`config.mk`:
```
export PLATFORM = sky130hd
export DESIGN_NAME = pe_array_ctrl
export DESIGN_NICKNAME = d
export VERILOG_FILES = /design/src/rtl/pe_array_ctrl.sv
export SDC_FILE = /design/constraint.sdc
export NUM_CORES = 1
export LEC_CHECK = 0
export CAP_MARGIN = 10
export CORE_AREA = 2 2 233 235
export CTS_CLUSTER_DIAMETER = 50
export DETAILED_ROUTE_END_ITERATION = 6
export DIE_AREA = 0 0 235 237
export DONT_BUFFER_PORTS = 1
export PLACE_DENSITY = 0.3
export SETUP_SLACK_MARGIN = 0.2
export SYNTH_ARGS = -nofsm -noshare
export SYNTH_HDL_FRONTEND = slang
export SYNTH_SLANG_ARGS = --single-unit
export TNS_END_PERCENT = 10
```
`constraint.sdc`:
```
create_clock -name clk_i -period 3.7 [get_ports clk_i]
set_input_delay 0.74 -clock clk_i [delete_from_list [all_inputs] [get_ports clk_i]]
set_output_delay 0.74 -clock clk_i [all_outputs]
set_load 0.005 [all_outputs]
```
`src/rtl/pe_array_ctrl.sv`:
```
// pe_array_ctrl: job sequencer for the 8-lane pe_array; define PE_CTRL_RELU_EN to clamp conv result lanes at zero
module pe_array_ctrl #(
    parameter int ADDR_W       = 10,
    parameter int LEN_W        = 8,
    parameter int DRAIN_CYCLES = 4,
    parameter int DATA_WIDTH   = 16,
    parameter int WORD_WIDTH   = 8 * DATA_WIDTH
) (
    input  logic                  clk_i,
    input  logic                  rst_ni,
    input  logic                  cmd_valid_i,
    output logic                  cmd_ready_o,
    input  logic [1:0]            cmd_mode_i,
    input  logic [LEN_W-1:0]      cmd_len_i,
    input  logic [ADDR_W-1:0]     cmd_fbase_i,
    input  logic [ADDR_W-1:0]     cmd_wbase_i,
    input  logic                  abort_i,
    output logic                  fa_re_o,
    output logic [ADDR_W-1:0]     fa_addr_o,
    input  logic [WORD_WIDTH-1:0] fa_word_i,
    output logic                  wt_re_o,
    output logic [ADDR_W-1:0]     wt_addr_o,
    input  logic [DATA_WIDTH-1:0] wt_data_i,
    output logic                  pe_clr_o,
    output logic                  pe_we_o,
    output logic [1:0]            pe_mode_o,
    output logic [WORD_WIDTH-1:0] pe_srca_o,
    output logic [DATA_WIDTH-1:0] pe_srcb_o,
    input  logic [WORD_WIDTH-1:0] pe_wordp_i,
    output logic                  res_valid_o,
    input  logic                  res_ready_i,
    output logic [WORD_WIDTH-1:0] res_word_o,
    output logic                  busy_o,
    output logic                  err_o
);
    localparam logic [2:0] S_IDLE  = 3'd0;
    localparam logic [2:0] S_CLEAR = 3'd1;
    localparam logic [2:0] S_RUN   = 3'd2;
    localparam logic [2:0] S_DRAIN = 3'd3;
    localparam logic [2:0] S_DONE  = 3'd4;
    localparam int DC_W  = $clog2(DRAIN_CYCLES + 2);
    localparam int LANES = WORD_WIDTH / DATA_WIDTH;

    logic [2:0]            state_q, state_d;
    logic [1:0]            mode_q, mode_d;
    logic [LEN_W-1:0]      len_q, len_d;
    logic [LEN_W-1:0]      idx_q, idx_d;
    logic [ADDR_W-1:0]     fbase_q, fbase_d;
    logic [ADDR_W-1:0]     wbase_q, wbase_d;
    logic [DC_W-1:0]       dcnt_q, dcnt_d;
    logic                  rd_q, rd_d;
    logic                  err_q, err_d;
    logic [WORD_WIDTH-1:0] res_q, res_d;
    logic [WORD_WIDTH-1:0] cap_word;
    logic                  run, conv, dv;

    assign conv = (mode_q == 2'b00);
    assign run  = (state_q == S_RUN) && !abort_i;
    // dv marks the cycle whose buffer data belongs to the current job
    assign dv   = rd_q && !abort_i;

`ifdef PE_CTRL_RELU_EN
    for (genvar l = 0; l < LANES; l++) begin : g_relu
        assign cap_word[l*DATA_WIDTH +: DATA_WIDTH] =
            (conv && pe_wordp_i[l*DATA_WIDTH + DATA_WIDTH - 1]) ? '0 : pe_wordp_i[l*DATA_WIDTH +: DATA_WIDTH];
    end
`else
    assign cap_word = pe_wordp_i;
`endif

    // next-state logic: command latch, read sequencing, drain count and result capture
    always_comb begin
        state_d = state_q;
        mode_d  = mode_q;
        len_d   = len_q;
        idx_d   = idx_q;
        fbase_d = fbase_q;
        wbase_d = wbase_q;
        dcnt_d  = dcnt_q;
        res_d   = res_q;
        err_d   = 1'b0;
        if (state_q != S_IDLE && abort_i) begin
            state_d = S_IDLE;
        end else begin
            case (state_q)
                S_IDLE: if (cmd_valid_i) begin
                    mode_d  = cmd_mode_i;
                    len_d   = cmd_len_i;
                    fbase_d = cmd_fbase_i;
                    wbase_d = cmd_wbase_i;
                    err_d   = cmd_mode_i[1];
                    state_d = cmd_mode_i[1] ? S_IDLE : S_CLEAR;
                end
                S_CLEAR: begin
                    idx_d   = '0;
                    dcnt_d  = '0;
                    state_d = (len_q == '0) ? S_DRAIN : S_RUN;
                end
                S_RUN: begin
                    idx_d   = idx_q + LEN_W'(1);
                    state_d = (idx_q == len_q - LEN_W'(1)) ? S_DRAIN : S_RUN;
                end
                S_DRAIN: begin
                    dcnt_d = dcnt_q + DC_W'(1);
                    if (dcnt_q == DC_W'(DRAIN_CYCLES)) begin
                        res_d   = cap_word;
                        state_d = S_DONE;
                    end
                end
                S_DONE: state_d = res_ready_i ? S_IDLE : S_DONE;
                default: state_d = S_IDLE;
            endcase
        end
    end

    assign rd_d = fa_re_o;

    // state registers, cleared asynchronously so a reset mid-job drops everything at once
    always_ff @(posedge clk_i or negedge rst_ni) begin
        if (!rst_ni) begin
            state_q <= S_IDLE;
            mode_q  <= '0;
            len_q   <= '0;
            idx_q   <= '0;
            fbase_q <= '0;
            wbase_q <= '0;
            dcnt_q  <= '0;
            rd_q    <= 1'b0;
            err_q   <= 1'b0;
            res_q   <= '0;
        end else begin
            state_q <= state_d;
            mode_q  <= mode_d;
            len_q   <= len_d;
            idx_q   <= idx_d;
            fbase_q <= fbase_d;
            wbase_q <= wbase_d;
            dcnt_q  <= dcnt_d;
            rd_q    <= rd_d;
            err_q   <= err_d;
            res_q   <= res_d;
        end
    end

    assign cmd_ready_o = (state_q == S_IDLE);
    assign busy_o      = (state_q != S_IDLE);
    assign err_o       = err_q;
    assign fa_re_o     = run;
    assign fa_addr_o   = run ? fbase_q + ADDR_W'(idx_q) : '0;
    assign wt_re_o     = run && conv;
    assign wt_addr_o   = (run && conv) ? wbase_q + ADDR_W'(idx_q) : '0;
    assign pe_clr_o    = (state_q == S_CLEAR);
    assign pe_we_o     = dv || ((state_q == S_CLEAR) && !abort_i);
    assign pe_mode_o   = busy_o ? mode_q : 2'b00;
    assign pe_srca_o   = dv ? fa_word_i : '0;
    assign pe_srcb_o   = (dv && conv) ? wt_data_i : '0;
    assign res_valid_o = (state_q == S_DONE) && !abort_i;
    assign res_word_o  = res_q;
endmodule

```
==> impl_table.tex, run 1 <==
\begin{tabular}{lr}
\hline
Metric & Value \\
\hline
\multicolumn{2}{l}{\textbf{Run status}} \\
Status & complete, but fails checks \\
Violations in the final reports & hold timing \\
\multicolumn{2}{l}{\textbf{Global routing}} \\
First-pass GRT wire length & 50,130 um \\
Antenna violations before repair & 25 \\
Total global routing track utilization & 12.91\% \\
Pin count of the biggest net entering global routing & 175 \\
Global route total overflow & 0 \\
Via count of the first global-routing pass & 6,039 \\
\multicolumn{2}{l}{\textbf{Final layout}} \\
Post-layout utilization of the core & 19.02\% \\
Share of final-layout standard cells stronger than drive strength 1 & 28.32\% \\
Final cell count without fillers & 1,439 \\
Filler Cell Count & 5,840 \\
Commonest non-fill, non-tap cell in the layout & sky130\_fd\_sc\_hd\_\_dfrtp\_1 \\
Design area & 10,130 sq um \\
Area of all sequential standard cells & 4354 sq um \\
NumNets Final & 1,047 \\
Area overhead of the layout relative to synthesis & 16.30\% \\
Combined area of the multi-input logic cells & 4129 sq um \\
Highest-count cells in the layout ignoring fill and taps & sky130\_fd\_sc\_hd\_\_dfrtp\_1, sky130\_fd\_sc\_hd\_\_mux2\_2, sky130\_fd\_sc\_hd\_\_and2\_1 \\
\multicolumn{2}{l}{\textbf{Routing}} \\
First-iteration detailed-routing DRC count & 164 \\
Vias & 5,743 \\
Final antenna-violating net count & 0 \\
Avg Vias per Cell & 3.991 \\
Total detailed-routing wirelength & 36,860 um \\
Post-DR wirelength/cell & 25.61 um \\
First-pass iteration count of the detailed router & 4 \\
Total DRC errors in the routed layout & 0 \\
\multicolumn{2}{l}{\textbf{CTS}} \\
Clock latency at the later pin of the worst-skew pair & 0.47 ns \\
CTS tree & done \\
Cell chosen for the clock root & sky130\_fd\_sc\_hd\_\_clkbuf\_16 \\
Number of CTS-inserted buffers & 17 \\
CTS HTree Levels & 4 \\
Clk sink count & 174 \\
Clock Pin Slew Worst Setup and Hold Paths & 0.08 ns \\
Maximum count of clock buffers along a single path & 2 \\
\multicolumn{2}{l}{\textbf{Place}} \\
Detailed placer's ending HPWL & 29,420 um \\
IO Port Bufs & 0 \\
DP Cell Count & 1,395 \\
Placement-stage worst setup slack & 0.7958 ns \\
Placement Cell Area & 9473 sq um \\
Last weighted congestion value of the routability-driven placer & 0.8030 \\
\multicolumn{2}{l}{\textbf{STA}} \\
Clock Skew & 0.01634 ns \\
Setup repair after global routing missed its margin & yes \\
Achievable Freq & 0.2940 GHz \\
Total negative slack for setup checks & 0 ns \\
Measured slew at the worst slew-check pin & 0.8535 ns \\
Worst-case hold slack & -0.04161 ns \\
Post-layout minimum cycle time & 3.402 ns \\
Period Utilization, post-route & 91.94\% \\
Slew margin rel. & 42.58\% \\
Total count of max-transition violations in the final report & 0 \\
Post-route worst setup slack & 0.2981 ns \\
Total count of hold-check failures in the final report & 98 \\
Final setup viols & 0 \\
\multicolumn{2}{l}{\textbf{Synthesis}} \\
Cell Area, Synth & 8713 sq um \\
Share of synthesized area occupied by flip-flops and latches & 49.97\% \\
Yosys reg bits & 174 \\
Number of synthesis warnings & 0 \\
Top cell type's share of synthesized area & 49.97\% \\
Async set-reset flop share out of synthesis & 100.0\% \\
Average cell area after synthesis & 11.95 sq um \\
Area contributors post-synth & sky130\_fd\_sc\_hd\_\_dfrtp\_1, sky130\_fd\_sc\_hd\_\_mux2\_2, sky130\_fd\_sc\_hd\_\_and2\_1, sky130\_fd\_sc\_hd\_\_ha\_1, sky130\_fd\_sc\_hd\_\_xor2\_1 \\
Cell type contributing the most total cell area after synthesis & sky130\_fd\_sc\_hd\_\_dfrtp\_1 \\
Post-synthesis net count & 1,058 \\
Post-Synthesis Cells & 729 \\
Unique cell type count in the Yosys netlist & 43 \\
Number of enable-type register cells in the synthesized netlist & 0 \\
Top\_reg\_cell synth & sky130\_fd\_sc\_hd\_\_dfrtp\_1 \\
\multicolumn{2}{l}{\textbf{Floorplan}} \\
Initial core utilization & 16.35\% \\
Die span in x & 235 um \\
Die area & 55,700 sq um \\
Total core area & 53,280 sq um \\
Number of core rows & 85 \\
Die Height & 237 um \\
Number of primary I/O pins & 609 \\
\multicolumn{2}{l}{\textbf{Setup path}} \\
Type of the setup path with the least slack & reg -> out \\
Sort of element at the start of the critical path & register \\
Worst EP required & 2.96 ns \\
WP data arrival & 2.66 ns \\
Worst Path Max Fanout & 7 \\
Critical path endpoint category & primary output \\
\multicolumn{2}{l}{\textbf{Power}} \\
Maximum ir drop on the vdd rail & 0.2645 mV \\
Power after layout & 6.272 mW \\
PwrDens & 618.9 nW/um\^{}2 \\
Leakage power & 4.572 nW \\
\multicolumn{2}{l}{\textbf{Job}} \\
Max Cap Violations & 0 \\
\multicolumn{2}{l}{\textbf{Worst hold path}} \\
Worst hold-check path type & in -> async \\
\hline
\end{tabular}
## area by class of cell
cell class / instances / share of cell area [%]
clock buffer: 19 / 4.470
tap: 696 / 8.594
antenna: 12 / 0.2963
inverter: 8 / 0.3087
clock inverter: 13 / 1.704
multi-input combinational: 508 / 40.75
timing repair buffer: 9 / 0.9137
sequential: 174 / 42.97
## cell usage after synthesis (3+ instances only)
cell type	instances
sky130_fd_sc_hd__dfrtp_1	174
sky130_fd_sc_hd__mux2_2	156
sky130_fd_sc_hd__and2_1	150
sky130_fd_sc_hd__nor2_1	30
sky130_fd_sc_hd__ha_1	20
sky130_fd_sc_hd__o21ai_0	19
sky130_fd_sc_hd__clkbuf_1	17
sky130_fd_sc_hd__xor2_1	16
sky130_fd_sc_hd__buf_4	15
sky130_fd_sc_hd__a21oi_1	13
sky130_fd_sc_hd__nand2_1	11
sky130_fd_sc_hd__a211oi_1	10
sky130_fd_sc_hd__nor3_1	10
sky130_fd_sc_hd__xnor2_1	10
sky130_fd_sc_hd__inv_1	7
sky130_fd_sc_hd__nor2b_1	6
sky130_fd_sc_hd__buf_2	5
sky130_fd_sc_hd__o21a_1	5
sky130_fd_sc_hd__or3_1	5
sky130_fd_sc_hd__a21o_1	4
sky130_fd_sc_hd__nand3_1	4
sky130_fd_sc_hd__o21bai_1	4
sky130_fd_sc_hd__and3_1	3
sky130_fd_sc_hd__nand2b_1	3
sky130_fd_sc_hd__nand4_1	3
sky130_fd_sc_hd__nor3_2	3
sky130_fd_sc_hd__nor3b_1	3
sky130_fd_sc_hd__o22ai_1	3
## final timing paths
check	start	endpoint	slack, ns	cells after the start
worst min-delay path	rst_ni	res_word_o[19]$_DFFE_PN0P_	-0.04	0
worst min register to register	wbase_q[0]$_DFFE_PN0P_	wbase_q[0]$_DFFE_PN0P_	0.51	1
min in group clk_i	res_ready_i	state_q[2]$_DFFE_PN0P_	0.40	1
max in group asynchronous	rst_ni	state_q[0]$_DFFE_PN0P_	3.39	0
worst max register to register	state_q[2]$_DFFE_PN0P_	res_word_o[62]$_DFFE_PN0P_	1.44	6
worst max-delay path	idx_q[0]$_DFFE_PN0P_	fa_addr_o[8]	0.30	7
## sequential cells by signal, indices dropped and copies added (netlist names)
register,count
err_o,1
mode_q,2
len_q,8
state_q,3
idx_q,8
dcnt_q,3
wbase_q,10
res_word_o,128
fbase_q,10
rd_q,1
## logic make-up after synthesis
kind of cell	after synthesis	share of synthesized area, %
simple gates	238	16.03
flops	174	49.97
mux	157	20.29
compound gates	64	4.581
buf+inv	47	2.929
xor+xnor	27	2.872
fa+ha+maj	22	3.331
## where the power goes
part / internal [mW] / total (mW) / leakage, nW / switching (mW)
logic: 0.800 / 1.69 / 1.91 / 0.885
registers: 2.25 / 2.62 / 2.35 / 0.379
clock network: 1.11 / 1.96 / 0.306 / 0.850
total: 4.16 / 6.27 / 4.57 / 2.11
## critical path, stage by stage, from the launching register on
cell                       delay (ns)
sky130_fd_sc_hd__dfrtp_1         0.48
sky130_fd_sc_hd__ha_1            0.29
sky130_fd_sc_hd__fa_1            0.43
sky130_fd_sc_hd__a211oi_1        0.43
sky130_fd_sc_hd__o21ai_0         0.16
sky130_fd_sc_hd__a21oi_1         0.18
sky130_fd_sc_hd__xor2_1          0.16
sky130_fd_sc_hd__nor2_1          0.07
## layer usage
| layer | wire length (um) | vias to the layer above | share of wire, % | track usage [%] |
|---|---|---|---|---|
| met1 | 12440 | 2822 | 34 | 12.54 |
| met4 | 2191 | 6 | 5.9 | 8.727 |
| met3 | 2909 | 68 | 7.9 | 4.920 |
| met2 | 19260 | 378 | 52 | 22.76 |
| li1 | - | 2469 | - | - |
| met5 | 52 | - | 0.14 | 0 |
## timing repair
item,CTS,global route
setup buffers,0,0
endpoints found under the hold margin,174,174
setup endpoints to repair,0,6
gates resized for setup,0,1
Power figures use the tool's default switching activity.
==> inputs of run 2 (changes only) <==
Settings changed: ABC_AREA set to 1, CORE_AREA 2 2 233 235 to 2 2 236 238, DIE_AREA 0 0 235 237 to 0 0 238 240.
==> run 2 against run 1 <==
  * The run still ends with hold timing left
  * Largest power group unchanged
  * Global-route usage decreased by 1.2 points
  * Maximum frequency increased by 7.2%
  * Combinational power grew 19%
  * Critical endpoint is now fa_addr_o[6]
==> impl_table.tex, run 2 <==
\begin{tabular}{lr}
\hline
Metric & Value \\
\hline
\multicolumn{2}{l}{\textbf{Floorplan}} \\
Number of primary I/O pins & 609 (unchanged) \\
Die Height & 240 um (was 237 um) \\
Die area & 57,120 sq um (was 55,700 sq um) \\
Number of core rows & 86 (was 85) \\
Die span in x & 238 um (was 235 um) \\
Total core area & 54,660 sq um (was 53,280 sq um) \\
Initial core utilization & 17.30\% (was 16.35\%) \\
\multicolumn{2}{l}{\textbf{Setup path}} \\
Ordered list of cells on the worst path & ha\_1, fa\_1, nand3\_1, nand2\_1, nand2\_1, nand2\_1, a21oi\_1, o21ai\_0, a21oi\_1 (was ha\_1, fa\_1, a211oi\_1, o21ai\_0, a21oi\_1, xor2\_1, nor2\_1) \\
Slowest CP cell & sky130\_fd\_sc\_hd\_\_dfrtp\_1 (unchanged) \\
Critical path endpoint category & primary output (unchanged) \\
Worst path most repeated cell & sky130\_fd\_sc\_hd\_\_nand2\_1 \\
Worst Path Max Fanout & 7 (unchanged) \\
CP Depth & 9 (was 7) \\
Worst r2r path cells & 5 (was 6) \\
Sort of element at the start of the critical path & register (unchanged) \\
Worst EP required & 2.96 ns (about the same) \\
Launching element of the worst setup path & idx\_q[0]\$\_DFFE\_PN0P\_ (unchanged) \\
Buffer and inverter count on the worst path & 0 (unchanged) \\
WP data arrival & 2.43 ns (was 2.66 ns) \\
Type of the setup path with the least slack & reg -> out (unchanged) \\
Top Family by Delay on Critical Path & adder cells (was compound AO/OA/AOI/OAI gates) \\
Startpoint of the lowest-slack register-to-register path & state\_q[1]\$\_DFFE\_PN0P\_ (was state\_q[2]\$\_DFFE\_PN0P\_) \\
Setup slack of the most critical reg-to-reg path & 1.20 ns (was 1.44 ns) \\
Peak per-stage delay on the critical path & 0.48 ns (about the same) \\
\multicolumn{2}{l}{\textbf{STA}} \\
Post-layout minimum cycle time & 3.173 ns (was 3.402 ns) \\
Worst-case hold slack & -0.05174 ns (was -0.04161 ns) \\
Measured slew at the worst slew-check pin & 0.9513 ns (was 0.8535 ns) \\
Total negative slack for setup checks & 0 ns (unchanged) \\
Setup repair after global routing missed its margin & no (was yes) \\
Achievable Freq & 0.3151 GHz (was 0.2940 GHz) \\
Total count of hold-check failures in the final report & 140 (was 98) \\
Total count of max-transition violations in the final report & 0 (unchanged) \\
Final setup viols & 0 (unchanged) \\
Clock Skew & 0.01214 ns (was 0.01634 ns) \\
Period Utilization, post-route & 85.77\% (was 91.94\%) \\
Slew margin rel. & 36.36\% (was 42.58\%) \\
\multicolumn{2}{l}{\textbf{Synthesis}} \\
Number of synthesis warnings & 0 (unchanged) \\
Cell Area, Synth & 9454 sq um (was 8713 sq um) \\
Top cell type's share of synthesized area & 46.06\% (was 49.97\%) \\
Average cell area after synthesis & 9.746 sq um (was 11.95 sq um) \\
Async set-reset flop share out of synthesis & 100.0\% (unchanged) \\
Commonest cells post-synth & sky130\_fd\_sc\_hd\_\_nor2\_1, sky130\_fd\_sc\_hd\_\_inv\_1, sky130\_fd\_sc\_hd\_\_dfrtp\_1 (was sky130\_fd\_sc\_hd\_\_dfrtp\_1, sky130\_fd\_sc\_hd\_\_mux2\_2, sky130\_fd\_sc\_hd\_\_and2\_1) \\
Yosys reg bits & 174 (unchanged) \\
Post-synthesis net count & 1,299 (was 1,058) \\
Unique cell type count in the Yosys netlist & 34 (was 43) \\
Area contributors post-synth & sky130\_fd\_sc\_hd\_\_dfrtp\_1, sky130\_fd\_sc\_hd\_\_mux2\_4, sky130\_fd\_sc\_hd\_\_nor2\_1, sky130\_fd\_sc\_hd\_\_inv\_1, sky130\_fd\_sc\_hd\_\_mux2\_2 (was sky130\_fd\_sc\_hd\_\_dfrtp\_1, sky130\_fd\_sc\_hd\_\_mux2\_2, sky130\_fd\_sc\_hd\_\_and2\_1, sky130\_fd\_sc\_hd\_\_ha\_1, sky130\_fd\_sc\_hd\_\_xor2\_1) \\
Top\_reg\_cell synth & sky130\_fd\_sc\_hd\_\_dfrtp\_1 (unchanged) \\
Share of synthesized area occupied by flip-flops and latches & 46.06\% (was 49.97\%) \\
Number of enable-type register cells in the synthesized netlist & 0 (unchanged) \\
Most instantiated library cell after synthesis & sky130\_fd\_sc\_hd\_\_nor2\_1 (was sky130\_fd\_sc\_hd\_\_dfrtp\_1) \\
Post-Synthesis Cells & 970 (was 729) \\
Cell type contributing the most total cell area after synthesis & sky130\_fd\_sc\_hd\_\_dfrtp\_1 (unchanged) \\
\multicolumn{2}{l}{\textbf{Power}} \\
PwrDens & 633.3 nW/um\^{}2 (was 618.9 nW/um\^{}2) \\
Maximum ir drop on the vdd rail & 0.2781 mV (was 0.2645 mV) \\
Leakage power & 5.945 nW (was 4.572 nW) \\
\multicolumn{2}{l}{\textbf{Global routing}} \\
Via count of the first global-routing pass & 6,472 (was 6,039) \\
Antenna violations before repair & 0 (was 25) \\
First-pass GRT wire length & 47,060 um (was 50,130 um) \\
Total global routing track utilization & 11.68\% (was 12.91\%) \\
Pin count of the biggest net entering global routing & 175 (unchanged) \\
Global route total overflow & 0 (unchanged) \\
\multicolumn{2}{l}{\textbf{Final layout}} \\
Share of final-layout standard cells stronger than drive strength 1 & 20.14\% (was 28.32\%) \\
Design area & 10,760 sq um (was 10,130 sq um) \\
Area overhead of the layout relative to synthesis & 13.80\% (was 16.30\%) \\
Commonest non-fill, non-tap cell in the layout & sky130\_fd\_sc\_hd\_\_nor2\_1 (was sky130\_fd\_sc\_hd\_\_dfrtp\_1) \\
Number of antenna repair diodes & 0 (was 12) \\
NumNets Final & 1,289 (was 1,047) \\
Flip-flop count of the largest register after layout & 128 (unchanged) \\
Final cell count without fillers & 1,677 (was 1,439) \\
Highest-count cells in the layout ignoring fill and taps & sky130\_fd\_sc\_hd\_\_nor2\_1, sky130\_fd\_sc\_hd\_\_inv\_1, sky130\_fd\_sc\_hd\_\_dfrtp\_1 (was sky130\_fd\_sc\_hd\_\_dfrtp\_1, sky130\_fd\_sc\_hd\_\_mux2\_2, sky130\_fd\_sc\_hd\_\_and2\_1) \\
\multicolumn{2}{l}{\textbf{CTS}} \\
Clk sink count & 174 (unchanged) \\
Clock latency at the later pin of the worst-skew pair & 0.48 ns (was 0.47 ns) \\
CTS HTree Levels & 4 (unchanged) \\
Maximum count of clock buffers along a single path & 2 (unchanged) \\
CTS tree & done (unchanged) \\
Number of CTS-inserted buffers & 17 (unchanged) \\
Post-CTS Setup Bufs & 0 (unchanged) \\
Clock Pin Slew Worst Setup and Hold Paths & 0.08 ns (about the same) \\
Cell chosen for the clock root & sky130\_fd\_sc\_hd\_\_clkbuf\_16 (unchanged) \\
\multicolumn{2}{l}{\textbf{Place}} \\
DP Cell Count & 1,645 (was 1,395) \\
Placement Cell Area & 10,190 sq um (was 9473 sq um) \\
Last weighted congestion value of the routability-driven placer & 0.7535 (was 0.8030) \\
Detailed placer's ending HPWL & 27,420 um (was 29,420 um) \\
IO Port Bufs & 0 (unchanged) \\
\multicolumn{2}{l}{\textbf{Routing}} \\
Avg Vias per Cell & 3.859 (was 3.991) \\
First-pass iteration count of the detailed router & 5 (was 4) \\
Post-DR wirelength/cell & 20.78 um (was 25.61 um) \\
Total detailed-routing wirelength & 34,850 um (was 36,860 um) \\
Vias & 6,472 (was 5,743) \\
Total DRC errors in the routed layout & 0 (unchanged) \\
First-iteration detailed-routing DRC count & 300 (was 164) \\
Final antenna-violating net count & 0 (unchanged) \\
\multicolumn{2}{l}{\textbf{Run status}} \\
Violations in the final reports & hold timing (unchanged) \\
Status & complete, but fails checks (unchanged) \\
\multicolumn{2}{l}{\textbf{Worst hold path}} \\
Worst hold-check path type & in -> async (unchanged) \\
\multicolumn{2}{l}{\textbf{Job}} \\
Max Cap Violations & 0 (unchanged) \\
\hline
\end{tabular}
## run 2: final cells by class
class                           instances  area (sq um)
Fill cell                            6022         43900
Sequential cell                       174          4354
Multi-Input combinational cell        572          4179
Tap cell                              704         880.8
Inverter                              190         713.2
Clock buffer                           18         439.2
Clock inverter                         14         130.1
Timing Repair Buffer                    5         62.56
## run 2: where the power goes
part | switching [mW] | internal (mW)
registers | 0.552 | 2.43
logic | 1.10 | 0.910
clock network | 0.871 | 0.953
## run 2: per-layer routing
metal,share of wire (%),track usage [%],vias up,wire length [um]
met3,7.0,3.766,32,2452
met4,2.5,5.019,0,879
met2,53,21.18,370,18560
li1,-,-,2988,-
met1,37,12.43,3082,12960
met5,0,0,-,0
## run 2: worst paths after layout
kind | to
min reg2reg | wbase_q[0]$_DFFE_PN0P_
min in group clk_i | rd_q$_DFF_PN0_
min | res_word_o[48]$_DFFE_PN0P_
max reg2reg | wbase_q[9]$_DFFE_PN0P_
max in group asynchronous | res_word_o[92]$_DFFE_PN0P_
max | fa_addr_o[6]
## run 2: repair_timing
action                                  in CTS  in global routing
endpoints found under the setup margin       0                  0
resized for setup                            0                  0
hold endpoints to repair                   174                174
## run 2: metrics by stage
step / worst slack (ns) / util [%] / power, mW
after floorplan: 1.216 / - / 4.383
after global placement: 0.9798 / 18.64 / 5.078
after detailed placement: 0.9983 / 18.64 / 5.066
after CTS: 0.4270 / 19.68 / 6.976
after global routing: 0.2876 / 19.68 / 7.315
final: 0.5266 / 19.68 / 6.814
## run 2: worst reg2reg max path: stages (launching register included)
cell                      delay, ns
sky130_fd_sc_hd__dfrtp_1       0.41
sky130_fd_sc_hd__nor2_1        0.17
sky130_fd_sc_hd__nand2_1       0.26
sky130_fd_sc_hd__inv_1         0.39
sky130_fd_sc_hd__nand2_2       0.64
sky130_fd_sc_hd__mux2_2        0.53
## run 2: cells by family (layout without fill, tap and decap cells)
| group | count (synthesis) | after routing | share of synthesized area [%] |
|---|---|---|---|
| simple gates | 332 | 332 | 14.24 |
| buf+inv | 224 | 227 | 9.979 |
| flops | 174 | 174 | 46.06 |
| mux | 149 | 149 | 22.50 |
| compound gates | 62 | 62 | 3.507 |
| fa+ha+maj | 22 | 22 | 3.070 |
| xor+xnor | 7 | 7 | 0.6485 |
